<file path="src/rtl/latch_bank_writer.sv">
// latch_bank_writer: write-side sequencer for a bank of active-low-transparent
// D latches. Each accepted write drives the shared data bus, waits a setup
// window, opens exactly one word gate for a fixed pulse, closes it, then
// waits a hold window before returning to IDLE. Every output comes straight
// from a flop, so the gate strobes cannot glitch.
module latch_bank_writer #(
  parameter int WIDTH     = 8,
  parameter int DEPTH     = 8,
  parameter int ADDR_W    = 3,
  parameter int SETUP_CYC = 1,
  parameter int PULSE_CYC = 2,
  parameter int HOLD_CYC  = 1
) (
  input  logic              CK,
  input  logic              RN,
  input  logic              wr_valid,
  output logic              wr_ready,
  input  logic [ADDR_W-1:0] wr_addr,
  input  logic [WIDTH-1:0]  wr_data,
  output logic [WIDTH-1:0]  lat_d,
  output logic [DEPTH-1:0]  lat_gn,
  output logic              busy,
  output logic              done,
  output logic              err
);

  localparam logic [1:0] IDLE  = 2'd0;
  localparam logic [1:0] SETUP = 2'd1;
  localparam logic [1:0] OPEN  = 2'd2;
  localparam logic [1:0] HOLD  = 2'd3;

  // One shared down-counter serves all three timed phases, so it must be
  // wide enough for the longest of them.
  localparam int MAX_A = (SETUP_CYC > PULSE_CYC) ? SETUP_CYC : PULSE_CYC;
  localparam int MAXC  = (MAX_A > HOLD_CYC) ? MAX_A : HOLD_CYC;
  localparam int CNT_W = $clog2(MAXC + 1);

  // SETUP is loaded with the full count because the accept edge itself
  // launches lat_d: the extra cycle guarantees SETUP_CYC complete cycles
  // of stable data before the gate flop is allowed to fall. OPEN and HOLD
  // exit when the counter reaches zero, so they load one less than their
  // length.
  localparam logic [CNT_W-1:0] SETUP_LOAD = CNT_W'(SETUP_CYC);
  localparam logic [CNT_W-1:0] PULSE_LOAD = CNT_W'(PULSE_CYC - 1);
  localparam logic [CNT_W-1:0] HOLD_LOAD  = CNT_W'(HOLD_CYC - 1);
  localparam logic [CNT_W-1:0] CNT_ONE    = CNT_W'(1);

  localparam logic [ADDR_W:0]  DEPTH_X    = (ADDR_W + 1)'(DEPTH);
  localparam logic [DEPTH-1:0] SEL_ONE    = DEPTH'(1);

  logic [1:0]        state_q, state_d;
  logic [CNT_W-1:0]  cnt_q, cnt_d;
  logic [ADDR_W-1:0] addr_q, addr_d;
  logic [WIDTH-1:0]  data_q, data_d;
  logic [DEPTH-1:0]  gn_q, gn_d;
  logic              ready_q, ready_d;
  logic              busy_q, busy_d;
  logic              done_q, done_d;
  logic              err_q, err_d;

  logic [DEPTH-1:0]  gate_sel;
  logic              addr_oob;
  logic              accept;

  // An out-of-range address shifts the single one off the top of the
  // vector, so the decoded select is all zero and no gate ever opens.
  assign gate_sel = SEL_ONE << addr_q;
  assign addr_oob = ({1'b0, addr_q} >= DEPTH_X);
  assign accept   = wr_valid & ready_q;

  // Next-state logic: phase sequencing, counter reload on every phase
  // entry, and the registered values of every output.
  always_comb begin
    state_d = state_q;
    cnt_d   = cnt_q;
    addr_d  = addr_q;
    data_d  = data_q;
    gn_d    = gn_q;
    ready_d = ready_q;
    busy_d  = busy_q;
    done_d  = 1'b0;
    err_d   = 1'b0;
    case (state_q)
      IDLE: begin
        if (accept) begin
          addr_d  = wr_addr;
          data_d  = wr_data;
          cnt_d   = SETUP_LOAD;
          state_d = SETUP;
          ready_d = 1'b0;
          busy_d  = 1'b1;
        end
      end
      SETUP: begin
        if (cnt_q == '0) begin
          state_d = OPEN;
          cnt_d   = PULSE_LOAD;
          gn_d    = ~gate_sel;
        end else begin
          cnt_d = cnt_q - CNT_ONE;
        end
      end
      OPEN: begin
        if (cnt_q == '0) begin
          state_d = HOLD;
          cnt_d   = HOLD_LOAD;
          gn_d    = '1;
        end else begin
          cnt_d = cnt_q - CNT_ONE;
        end
      end
      HOLD: begin
        if (cnt_q == '0) begin
          state_d = IDLE;
          ready_d = 1'b1;
          busy_d  = 1'b0;
          done_d  = 1'b1;
          err_d   = addr_oob;
        end else begin
          cnt_d = cnt_q - CNT_ONE;
        end
      end
      default: begin
        state_d = IDLE;
        cnt_d   = '0;
        gn_d    = '1;
        ready_d = 1'b1;
        busy_d  = 1'b0;
      end
    endcase
  end

  // State and output registers; reset closes every gate at once, even in
  // the middle of a pulse, without waiting for a clock edge.
  always_ff @(posedge CK or negedge RN) begin
    if (!RN) begin
      state_q <= IDLE;
      cnt_q   <= '0;
      addr_q  <= '0;
      data_q  <= '0;
      gn_q    <= '1;
      ready_q <= 1'b1;
      busy_q  <= 1'b0;
      done_q  <= 1'b0;
      err_q   <= 1'b0;
    end else begin
      state_q <= state_d;
      cnt_q   <= cnt_d;
      addr_q  <= addr_d;
      data_q  <= data_d;
      gn_q    <= gn_d;
      ready_q <= ready_d;
      busy_q  <= busy_d;
      done_q  <= done_d;
      err_q   <= err_d;
    end
  end

  assign wr_ready = ready_q;
  assign lat_d    = data_q;
  assign lat_gn   = gn_q;
  assign busy     = busy_q;
  assign done     = done_q;
  assign err      = err_q;

endmodule

</file>
<file path="config.mk">
export PLATFORM = sky130hd
export DESIGN_NAME = latch_bank_writer
export DESIGN_NICKNAME = d
export VERILOG_FILES = /design/src/rtl/latch_bank_writer.sv
export SDC_FILE = /design/constraint.sdc
export NUM_CORES = 1
export LEC_CHECK = 0
export BUFFER_PORTS_ARGS = -buffer_cell sky130_fd_sc_hd__buf_2
export CELL_PAD_IN_SITES_DETAIL_PLACEMENT = 0
export CELL_PAD_IN_SITES_GLOBAL_PLACEMENT = 2
export CORE_MARGIN = 5
export CORE_UTILIZATION = 37
export DETAILED_ROUTE_END_ITERATION = 8
export HOLD_SLACK_MARGIN = 0.05
export PLACE_DENSITY = 0.88
export SLEW_MARGIN = 15
export SYNTH_ARGS = -nofsm -noshare
export SYNTH_HDL_FRONTEND = slang
export SYNTH_SLANG_ARGS = --single-unit
</file>
<file path="constraint.sdc">
create_clock -name CK -period 2.9 [get_ports CK]
set_input_delay 0.435 -clock CK [delete_from_list [all_inputs] [get_ports CK]]
set_output_delay 0.435 -clock CK [all_outputs]
set_load 0.01 [all_outputs]
</file>
* Yosys cells after proc, flatten, opt, wreduce, memory -nomap -nowiden
Cells that the tools add are included.
Widths: inputs -> output; s select.
** Cells by class
- Add/subtract/negate cells :: 1
- Equality and inequality tests :: 8
- Shift operators :: 1
- Multiplexer cells :: 20
- Bitwise gates (word level) :: 2
- Reduce and logical (&&, ||, !) cells :: 9
** Operators with widths (number)
- $mux 8 :: 2
- $pmux 2 s4 :: 2
- $pmux 8 s2 :: 1
- $mux 2 :: 7
- $ne 2x2->1 const B :: 5
- $not 8->8 :: 1
- $shl 1x3->8 const A :: 1
- $mux 1 :: 6
- $reduce_and 3->1 :: 2
- $eq 2x2->1 const B :: 2
- $logic_not 2->1 :: 2
- $pmux 1 s2 :: 2
- $reduce_and 2->1 :: 2
- $reduce_and 4->1 :: 1
- $reduce_bool 2->1 :: 2
- $eq 2x1->1 const B :: 1
- $sub 2x1->2 const B :: 1
- $and 1x1->1 :: 1
** Word-level totals
- Bits in registers :: 26
- Input bits :: 14
- Output and inout bits :: 20
- Logic and storage cells :: 49

* Longest topological paths before layout
- Depth in word-level cells :: 4
- Gate-level depth with buffers :: 5
- Depth with buffers taken out :: 5

* Least setup slack after synthesis
OpenSTA, ideal clock, no wires.
- Path type :: reg-to-reg
- From :: register state_q[0]
- To :: register state_q[1]
- Setup time :: 125 ps
- Data arrival time :: 1461 ps
- Data required time :: 2775 ps
- Slack :: 1314 ps
- Stages on the path, launching flop included :: 6
- Path buffers :: 0
- Clock period less this slack :: 1586 ps
- Cell sequence :: dfrtp_1 inv_1 ha_1 o21ba_4 nor3_4 mux2_4
** On the way
- Cells in the longest elaborated chain, start to end :: 3
- Elaborated cells between the ends (all ways) :: 10
- Classes of those cells :: eq/ne: 7; mux: 1; reduce/logical: 2
** RTL lines
- start: declaration :: RTL line 51 : logic [1:0] state_q, state_d;
- start signal: assignment :: RTL line 147 : state_q <= state_d;
- $eq 2x1->1, or another cell as far along :: RTL line 83 : case (state_q)
- $ne 2x2->1 (no source line)
- $reduce_and 4->1 (no source line)
Several ways; a longest one is shown, not always the timed one.
A chain may end at the register's enable or synchronous reset.

* Worst setup path after layout
- From :: register state_q[0]
- To :: register data_q[0] (netlist: lat_d[0])
** On the way
- Cells in the longest elaborated chain, start to end :: 2
** RTL lines
- $logic_not 2->1 :: RTL line 83
- $reduce_and 2->1 (no source line)
- end signal: assignment :: RTL line 150 : data_q <= data_d;
- end: declaration :: RTL line 54 : logic [WIDTH-1:0] data_q, data_d;
No other way between the ends.

==> flow_summary_export.csv <==
group,metric,value,unit
run_status,status,"finished clean",
floorplan,row_count,22,
cts,hold_buffers,0,
sta,tightestPinTransition,585,ps
worst_setup_path,cp-end-kind,"flip-flop",
yosys,netlist_area,0.00139,mm^2
yosys,synthSimpleGateAreaFrac,0.110,
detailed_routing,drc,0,
yosys,yosysWarningCount,0,
grt,grt_pass1_wl,4350,um
grt,grt_max_degree,27,
cts,clk_pin_slew,90,ps
layout,fin_nets,165,
sta,fin_ws,1120,ps
yosys,synthAdderAreaFrac,0.0990,
yosys,synthCells,105,
floorplan,fp.dieH,71.3,um
floorplan,dieArea,0.00508,mm^2
worst_setup_path,worstPathMaxFanout,11,
sta,period_share,0.613,
grt,grt_pass1_vias,961,
worst_setup_path,path_buf_inv,1,
layout,fill_cells,368,
yosys,synth-xor-area-share,0,
power,power.leakage,0.778,nW
worst_setup_path,cp-start-kind,"flip-flop",
cts,clock_latency,270,ps
detailed_routing,vias_per_cell,4.74,
cts,htreeDepth,1,
power,seqPwrFrac,0.361,
power,combPwrFrac,0.520,
sta,finalHoldViolCount,0,
sta,relSlewSlack,0.610,
cts,tritoncts,"yes",
detailed_routing,num_vias,887,
yosys,avgSynthCellArea,13.2,um^2
power,pwr-share-clk,0.119,
yosys,yosysSeqAreaShare,0.476,
layout,drive_gt1_frac,0.468,
cts,root_buffer,"clkbuf_8",
power,peakVddDrop,450,uV
grt,grt_overflow,0,
detailed_routing,wirelength,2560,um
sta,clock_skew,3.28,ps
placement,gp_congestion,0.664,
floorplan,die_w,71.3,um
sta,rsz0062_at_grt,"no",
yosys,yosys.cell_types.count,31,
job,maxCapViolCount,0,
sta,max_freq,563,MHz
power,switching_power,0.743,mW
yosys,ys_ff_latch,26,
yosys,synth_mux_area_frac,0.210,
layout,multi_input_area,691,um^2
layout,final_util,0.450,
sta,final-setup-viol-count,0,
cts,numCtsBuffers,3,
grt,track_usage,0.107,
cts,cts_setup_buffers,0,
placement,placed_cells,183,
yosys,synth-compound-area-share,0.0756,
worst_setup_path,crit_arrival,1940,ps
layout,layout_commonest_cell,"buf_2",
floorplan,coreArea,0.00366,mm^2
placement,post-place-ws,1140,ps
layout,final_cells,187,
worst_setup_path,crit_chain,"inv_1 -> ha_1 -> nand3_2 -> mux2_4",
worst_setup_path,slowest_stage,"dfrtp_1",
floorplan,ios,34,
worst_setup_path,cp_top_family,"flip-flops",
layout,regArea,662,um^2
cts,cts_resized,0,
sta,setup_tns,0,ps
yosys,synth_top_family_by_area,"multiplexers",
cts,cts_buffer_depth,2,
floorplan,initial_utilization,0.380,
detailed_routing,ant_nets,0,
placement,port_buffers,32,
layout,diodes,0,
sta,period_minus_slack,1780,ps
placement,dp_hpwl,1970,um
power,swShare,0.378,
detailed_routing,routedWlPerCell,13.7,um
layout,area_delta_synth_final,18.5,%
sta,hold_ws,154,ps
power,internal_power,1.22,mW
layout,final_cell_mix,"32 x buf_2, 17 x dfrtp_1, 12 x mux2_4",
worst_setup_path,max_stage_delay,440,ps
worst_setup_path,crit_required,3060,ps
detailed_routing,drtIter0Drc,33,
worst_setup_path,criticalPathCategory,"flip-flop to flip-flop",
power,cellPowerDensity,1190,mW/mm^2
worst_setup_path,worst-path-stages,4,
worst_hold_path,hold_path.class,"input port to async pin",
grt,antenna_found_initial,0,
cts,cts.sinks,26,
worst_setup_path,worstRegToRegCells,4,
sta,slew_viol_final,0,
detailed_routing,dr.pass1.iters,4,
yosys,syn-num-nets,130,
==> final timing paths <==
path                            start       end  slack (ps)
max                        state_q[0]  lat_d[0]        1120
min                                RN      done         150
max reg2reg                state_q[0]  lat_d[0]        1120
min reg2reg                      busy      busy         510
max in group asynchronous          RN  lat_d[7]        2360
min in group CK            wr_data[1]  lat_d[1]         390
==> worst register-to-register path, cell delays in order (launching register included) <==
cell and delay [ps]:
dfrtp_1 440, inv_1 180, ha_1 290, nand3_2 350
mux2_4 410
==> power groups by stage <==
stage,clock network (mW),registers [mW],logic (mW)
detailed placement,0,0.716,1.04
finish,0.234,0.709,1.02
floorplan,0,0.761,0.707
global route,0.257,0.736,1.12
global placement,0,0.703,1.01
CTS,0.244,0.712,1.04
==> per-stage QoR <==
step                total power [mW]  cell area, um^2
finish                          1.96             1650
global placement                1.72             1590
detailed placement              1.75             1590
floorplan                       1.47             1390
CTS                             1.99             1650
global route                    2.12             1650
==> logic make-up after synthesis <==
| group | count (synthesis) |
|---|---|
| fa+ha+maj | 11 |
| simple gates | 25 |
| mux | 22 |
| buf+inv | 7 |
| flops | 26 |
| compound gates | 13 |
| other cells | 1 |
==> sequential cells by signal, indices dropped and copies added, names as in the netlist <==
signal and cells:
cnt_q 2, lat_gn 8, lat_d 8, busy 1
addr_q 3, wr_ready 1, state_q 2, done 1
==> synth_stat cells, drive strengths merged <==
library cell | instances | area, um^2
nand2b | 1 | 6.26
nand2 | 7 | 26.3
mux2i | 1 | 10.0
and2 | 1 | 6.26
a31oi | 1 | 6.26
a2111oi | 1 | 8.76
nand3 | 3 | 20.0
nor3 | 1 | 16.3
o31a | 1 | 8.76
inv | 5 | 18.8
o21ai | 1 | 5.00
o41ai | 1 | 8.76
nor2 | 8 | 48.8
dfstp | 9 | 236
nor2b | 3 | 18.8
dfrtp | 17 | 425
o31ai | 1 | 7.51
mux2 | 21 | 282
a21boi | 1 | 18.8
o21ba | 1 | 16.3
conb | 1 | 3.75
and2b | 1 | 10.0
buf | 2 | 18.8
a21oi | 5 | 25.0
ha | 11 | 138
==> final cells by class <==
class,count,area share
multi-input cells,72,0.419
flip-flops and latches,26,0.402
repair buffers,32,0.0973
well taps,48,0.0365
clock buffers,4,0.0334
inverters,5,0.0114
==> routing by layer <==
metal / vias up / wire, um / global-route usage
li1: 428 / - / -
met1: 431 / 1150 / 0.137
met2: 23 / 1230 / 0.178
met3: 5 / 117 / 0.0168
met4: 0 / 55 / 0.0501
met5: - / 0 / 0
(Power assumes the default switching activity.)
